===== src/rtl/pipe_stall_ctrl.sv =====
// pipe_stall_ctrl
//   Central stall / bubble / flush sequencer for the 5-stage integer pipeline.
//   It sits beside decode and produces the load enables for PC/IF, IF/ID,
//   ID/EX and EX/MEM. It also produces the ID/EX bubble request and the IF/ID
//   flush request. Hazards handled, highest priority first: memory wait,
//   multi-cycle EX op, load-use interlock, delay-slot annul.
//
//   Optional feature: define ICC_INTERLOCK_EN to add a one-cycle icc
//   interlock (EX writes icc while ID reads it). When it is left undefined,
//   icc is assumed to be forwarded externally and id_uses_icc is ignored.
//
// Parameters
//   MC_LEN_W     width of the multi-cycle latency field
//   STALL_CNT_W  width of the saturating stall-cycle counter
//
// Ports
//   clk, reset        clock; synchronous active-high reset
//   id_*              ID-stage instruction: valid, source regs, which are read
//   ex_*              EX-stage instruction: valid, dest, load/regwrite/icc,
//                     multi-cycle start and total length
//   mem_ready         memory stage can complete this cycle
//   branch_annul      resolved branch annuls its delay slot
//   if_en, ifid_en    fetch advance / IF/ID load enables
//   idex_en           ID/EX load enable (ex_ready)
//   idex_bubble       force a NOP into ID/EX
//   ifid_flush        replace the IF/ID content with a NOP
//   exmem_en          EX/MEM load enable
//   busy              sequencer is not in RUN
//   stall_cnt         saturating count of cycles where ID/EX did not take a
//                     real instruction
module pipe_stall_ctrl #(
    parameter int MC_LEN_W    = 6,
    parameter int STALL_CNT_W = 16
) (
    input  logic                   clk,
    input  logic                   reset,
    input  logic                   id_valid,
    input  logic [4:0]             id_rs1,
    input  logic [4:0]             id_rs2,
    input  logic                   id_uses_rs1,
    input  logic                   id_uses_rs2,
    input  logic                   id_uses_icc,
    input  logic                   ex_valid,
    input  logic [4:0]             ex_rd,
    input  logic                   ex_is_load,
    input  logic                   ex_regwrite,
    input  logic                   ex_icc_write,
    input  logic                   ex_mc_start,
    input  logic [MC_LEN_W-1:0]    ex_mc_len,
    input  logic                   mem_ready,
    input  logic                   branch_annul,
    output logic                   if_en,
    output logic                   ifid_en,
    output logic                   idex_en,
    output logic                   idex_bubble,
    output logic                   ifid_flush,
    output logic                   exmem_en,
    output logic                   busy,
    output logic [STALL_CNT_W-1:0] stall_cnt
);

    typedef enum logic [1:0] {
        RUN  = 2'd0,
        MCYC = 2'd1,
        MEMW = 2'd2
    } state_t;

    state_t                  state_q, state_d;
    logic [MC_LEN_W-1:0]     mc_cnt_q, mc_cnt_d;
    logic                    annul_pend_q, annul_pend_d;
    logic [STALL_CNT_W-1:0]  stall_cnt_q, stall_cnt_d;

    logic fe_en_c;      // shared by PC/IF and IF/ID
    logic idex_en_c;
    logic exmem_en_c;
    logic bubble_c;
    logic flush_c;
    logic lu_hit;
    logic icc_hit;

    // A load whose result ID needs. %g0 is hardwired to zero and never interlocks.
    assign lu_hit = ex_valid & ex_is_load & ex_regwrite & (ex_rd != 5'd0) & id_valid &
                    ((id_uses_rs1 & (id_rs1 == ex_rd)) | (id_uses_rs2 & (id_rs2 == ex_rd)));

`ifdef ICC_INTERLOCK_EN
    assign icc_hit = ex_valid & ex_icc_write & id_valid & id_uses_icc;
`else
    logic unused_icc;
    assign icc_hit    = 1'b0;
    assign unused_icc = id_uses_icc ^ ex_icc_write;
`endif

    always_comb begin
        state_d    = state_q;
        mc_cnt_d   = mc_cnt_q;
        fe_en_c    = 1'b0;
        idex_en_c  = 1'b0;
        exmem_en_c = 1'b0;
        bubble_c   = 1'b0;

        case (state_q)
            RUN: begin
                if (!mem_ready) begin
                    state_d = MEMW;
                end else if (ex_mc_start && (ex_mc_len >= MC_LEN_W'(2))) begin
                    // The entry cycle is the first of ex_mc_len EX cycles.
                    // Counting down to 1 makes the last MCYC cycle the release.
                    mc_cnt_d = ex_mc_len - MC_LEN_W'(1);
                    state_d  = MCYC;
                end else if (lu_hit || icc_hit) begin
                    // Hold IF/ID and let EX drain. A NOP enters ID/EX.
                    idex_en_c  = 1'b1;
                    exmem_en_c = 1'b1;
                    bubble_c   = 1'b1;
                end else begin
                    fe_en_c    = 1'b1;
                    idex_en_c  = 1'b1;
                    exmem_en_c = 1'b1;
                end
            end
            MCYC: begin
                // A memory freeze holds the count where it is.
                if (mem_ready) begin
                    if (mc_cnt_q > MC_LEN_W'(1)) begin
                        mc_cnt_d = mc_cnt_q - MC_LEN_W'(1);
                    end else begin
                        fe_en_c    = 1'b1;
                        idex_en_c  = 1'b1;
                        exmem_en_c = 1'b1;
                        mc_cnt_d   = '0;
                        state_d    = RUN;
                    end
                end
            end
            MEMW: begin
                if (mem_ready) begin
                    fe_en_c    = 1'b1;
                    idex_en_c  = 1'b1;
                    exmem_en_c = 1'b1;
                    state_d    = RUN;
                end
            end
            default: begin
                state_d = RUN;
            end
        endcase

        // The annul is applied on the first cycle in which IF/ID actually
        // loads. Until that cycle it stays pending, so a stall neither loses
        // it nor applies it twice.
        flush_c      = fe_en_c & (annul_pend_q | branch_annul);
        annul_pend_d = (annul_pend_q | branch_annul) & ~flush_c;

        stall_cnt_d = stall_cnt_q;
        if ((!idex_en_c || bubble_c) && (stall_cnt_q != '1)) begin
            stall_cnt_d = stall_cnt_q + STALL_CNT_W'(1);
        end
    end

    always_ff @(posedge clk) begin
        if (reset) begin
            state_q      <= RUN;
            mc_cnt_q     <= '0;
            annul_pend_q <= 1'b0;
            stall_cnt_q  <= '0;
        end else begin
            state_q      <= state_d;
            mc_cnt_q     <= mc_cnt_d;
            annul_pend_q <= annul_pend_d;
            stall_cnt_q  <= stall_cnt_d;
        end
    end

    // All outputs read as zero throughout a reset cycle.
    assign if_en       = fe_en_c & ~reset;
    assign ifid_en     = fe_en_c & ~reset;
    assign idex_en     = idex_en_c & ~reset;
    assign idex_bubble = bubble_c & ~reset;
    assign ifid_flush  = flush_c & ~reset;
    assign exmem_en    = exmem_en_c & ~reset;
    assign busy        = (state_q != RUN) & ~reset;
    assign stall_cnt   = reset ? '0 : stall_cnt_q;

endmodule

===== config.mk =====
export PLATFORM = sky130hd
export DESIGN_NAME = pipe_stall_ctrl
export DESIGN_NICKNAME = d
export VERILOG_FILES = /design/src/rtl/pipe_stall_ctrl.sv
export SDC_FILE = /design/constraint.sdc
export NUM_CORES = 1
export LEC_CHECK = 0
export CAP_MARGIN = 10
export CORE_MARGIN = 1
export CORE_UTILIZATION = 25
export DETAILED_ROUTE_END_ITERATION = 6
export SYNTH_ARGS = -nofsm -noshare
export SYNTH_HDL_FRONTEND = slang
export SYNTH_SLANG_ARGS = --single-unit

===== constraint.sdc =====
create_clock -name clk -period 3.05 [get_ports clk]
set_input_delay 0.4575 -clock clk [delete_from_list [all_inputs] [get_ports clk]]
set_output_delay 0.4575 -clock clk [all_outputs]
set_load 0.05 [all_outputs]

==> Flow_metrics.wiki <==
{| class="wikitable"
! Metric !! Value
|-
| Run status || finished, final reports clean
|-
| Routed wire length per instance || 12.07 um
|-
| Final estimated routing congestion in global placement || just under 0.8
|-
| Clock tree from TritonCTS || done
|-
| Layout Skew || 0.01008 ns
|-
| Final core utilization || roughly two fifths
|-
| Number of hold-slack violations in the final timing report || 0
|-
| Number of primary I/O pins || 57
|-
| Post-Place Setup Slack || -0.09871 ns
|-
| Post-synthesis net count || 259
|-
| Clock-pin slew of the registers on the worst-case setup and hold paths || around 0.1 ns
|-
| Slew HR || 47.17%
|-
| Maximum number of pins on one net before global-route repair || 46
|-
| Vias post-DR || approximately 1800
|-
| Share of the synthesized area in the top cell type || 28.23%
|-
| Final WL || 4552 um
|-
| Final HPWL from detailed placement || 3574 um
|-
| H-tree level count || 1
|-
| P&R area growth vs syn || 58.29%
|-
| Die Y || 86.21 um
|-
| Power density over the cells || 297.2 nW/um^2
|-
| Overall die area || 7432 um^2
|-
| Area of the core || 6832 um^2
|-
| Category of the worst setup path launch point || input port
|-
| Synth Flop Type || sky130_fd_sc_hd__dfxtp_1
|-
| Final period utilization || 96.95%
|-
| Beginning of the critical path || ex_mc_len[1]
|-
| Detailed-routing iteration count for the pre-antenna-repair pass || 4
|-
| Synth cell types || 46
|-
| Root Buffer || sky130_fd_sc_hd__clkbuf_8
|-
| Most instantiated cells after synthesis || sky130_fd_sc_hd__dfxtp_1, sky130_fd_sc_hd__nor2_1, sky130_fd_sc_hd__nor2b_1, sky130_fd_sc_hd__nand2_1, sky130_fd_sc_hd__xnor2_1
|-
| Worst path slowest cell || sky130_fd_sc_hd__or4_1
|-
| Post-synth EDFFs || 0
|-
| Antenna violations before repair || 0
|-
| Vias in the first global route || 1815
|-
| Vias per cell || roughly 4.8
|-
| Final net count || 321
|-
| First-pass GRT wire length || approximately 8100 um
|-
| Number of DRC markers in iteration 0 || 109
|-
| Slowest cell delay on critical path || 0.50 ns
|-
| Sequential share of the synthesized area || between 20% and 30%
|-
| Ratio of cells with drive above 1 in the final layout || 20.28%
|-
| Largest driver fanout on the critical path || 5
|-
| Count of mapped cells out of synthesis || 220
|-
| Clock tree buffer depth || 2
|-
| Antenna Violating Nets Remaining || 0
|-
| Post-synthesis register bit count || 25
|-
| Launch instance of the worst register-to-register path || mc_cnt_q[0]$_SDFFE_PP0P_
|-
| R2r worst-path depth || 10
|-
| Setup crit end || if_en
|-
| Setup Total Neg Slack || 0 ns
|-
| Post-route total power || 0.8341 mW
|-
| Clock Sinks || 25
|-
| Floorplan row count || 30
|-
| Worst hold path type || flop to flop
|-
| Starting density of the core || between 20 and 30%
|-
| Setup crit end kind || output pin
|-
| Global router's overall resource usage || 13.15%
|-
| Biggest area contributors in the synthesized netlist || sky130_fd_sc_hd__dfxtp_1, sky130_fd_sc_hd__nor2b_1, sky130_fd_sc_hd__xnor2_1
|-
| Clock buffers created by TritonCTS || 3
|-
| Clock latency of the later-clocked register in the worst-skew pair || 0.27 ns
|-
| Final Max Slew Viols || 0
|-
| Unrepaired setup endpoints after global routing || no
|-
| Slew @ Worst Pin || 0.7857 ns
|-
| Number of DRC violations after detailed routing || 0
|-
| # Max-Cap Violations || 0
|-
| Required arrival time at the worst endpoint || roughly 2.6 ns
|-
| Category of the most critical setup path || input port to output pin
|-
| Endpoint of the worst-slack reg-to-reg timing path || stall_cnt_q[9]$_SDFFE_PP0P_
|-
| Die Wd || about 86 um
|-
| Post-synth design cell area || 1773 um^2
|-
| Internal reg-to-reg setup slack || ~0.58 ns
|-
| Number of inserted diodes || 0
|-
| Library cell occupying the most area in the post-synthesis netlist || sky130_fd_sc_hd__dfxtp_1
|-
| Crit path arrival time || approximately 2.5 ns
|-
| Final-report setup violation count || 0
|-
| Cell-by-cell trace of the critical path || clkdlybuf4s50_1 > buf_4 > or4_1 > o22a_1 > a2bb2oi_2 > a31o_4 > nor2_4 > buf_12
|-
| Share of synthesized flip-flops with an asynchronous set or reset || 0%
|-
| Filler Cells Inserted || 710
|-
| Total overflow reported by the global router || 0
|-
| Post-CTS Hold Buffers || 0
|-
| Leakage power total || 1.041 nW
|-
| Warning count from the yosys run || 0
|-
| IO Port Bufs || 54
|-
| Fin worst setup slack || 0.09290 ns
|-
| Max VDD drop || between 0.15 and 0.2 mV
|-
| Fmax || 338.2 MHz
|-
| Most frequent cell after synthesis || sky130_fd_sc_hd__dfxtp_1
|-
| Mean area per synthesized cell || 8.059 um^2
|-
| Post-route minimum period || 2.957 ns
|}
## power by group
part	switching [mW]	internal, mW
registers	0.0162	0.339
logic	0.130	0.145
clock network	0.111	0.0926
total	0.257	0.577
## critical path, delay by kind of cell
kind,cells,cell delay (ns)
buffers and inverters,3,0.75
AO/OA/AOI/OAI,3,0.64
AND/OR/NAND/NOR,2,0.65
## worst min path at each step
stage	startpoint	to	slack (ns)	cells past startpoint
4_1_cts	annul_pend_q$_SDFF_PP0_	annul_pend_q$_SDFF_PP0_	0.53	2
3_5_place_dp	annul_pend_q$_SDFF_PP0_	annul_pend_q$_SDFF_PP0_	0.48	2
2_1_floorplan	annul_pend_q$_SDFF_PP0_	annul_pend_q$_SDFF_PP0_	0.45	2
5_1_grt	mc_cnt_q[4]$_SDFFE_PP0P_	mc_cnt_q[4]$_SDFFE_PP0P_	0.57	2
6_report	annul_pend_q$_SDFF_PP0_	annul_pend_q$_SDFF_PP0_	0.52	2
3_3_place_gp	annul_pend_q$_SDFF_PP0_	annul_pend_q$_SDFF_PP0_	0.47	2
## routing by layer
metal | up-vias | part of all wire, % | GRT usage, %
met5 | - | 0 | 0
met4 | 0 | 1.4 | 3.333
met3 | 4 | 4.1 | 2.381
met2 | 38 | 47 | 22.66
met1 | 848 | 47 | 16.94
li1 | 923 | - | -
## registers in the layout, summed over array words and instances, names as in the netlist
name	count
mc_cnt_q	6
annul_pend_q	1
state_q	2
stall_cnt_q	16
## cells in the final DEF (no fill, tap or decap), drive strengths merged, types with 2 or more instances in the layout
master	instances
a31oi	2
dfxtp	25
a22oi	3
a21oi	7
and2	2
or4	7
ha	5
buf	38
nand4	8
clkdlybuf4s50	30
xor2	2
nor4	5
nor2b	18
mux2	8
clkbuf	3
o221ai	2
nor2	22
inv	6
or3	6
o21ai	13
nand3	7
nand2b	4
o22ai	3
nor3	10
and3	4
nand2	14
xnor2	12
## timing repair
item,CTS,global route
buffers inserted,1,0
setup endpoints to repair,5,2
pin swaps,3,1
resized for setup,6,0
## cell families (layout without fill, tap and decap cells)
| family | after synthesis | count (layout) | synth area share, % |
|---|---|---|---|
| buffers and inverters | 18 | 79 | 5.151 |
| AOI/OAI and AO/OA | 40 | 40 | 16.44 |
| and+or+nand+nor | 110 | 110 | 33.59 |
| xor gates and xnor gates | 14 | 14 | 6.916 |
| DFF | 25 | 25 | 28.23 |
| adders and majority gates | 5 | 5 | 3.529 |
| muxes | 8 | 8 | 6.139 |
## metrics by stage
step / hold slack, ns / cell area, um^2 / instances
floorplan: 0.4518 / 1782 / 220
global placement: 0.4692 / 2734 / 372
detailed placement: 0.4836 / 2734 / 372
CTS: 0.5260 / 2806 / 377
global route: 0.5677 / 2806 / 377
finish: 0.5238 / 2806 / 377
## layout make-up
class / count / area [um^2] / area share [%]
Clock buffer: 3 / 41.29 / 1.471
Multi-Input combinational cell: 177 / 1207 / 43.02
Sequential cell: 25 / 500.5 / 17.83
Tap cell: 96 / 120.1 / 4.280
Inverter: 6 / 22.52 / 0.8025
Clock inverter: 1 / 7.507 / 0.2675
Timing Repair Buffer: 69 / 907.1 / 32.32
Power figures use the tool's default switching activity.
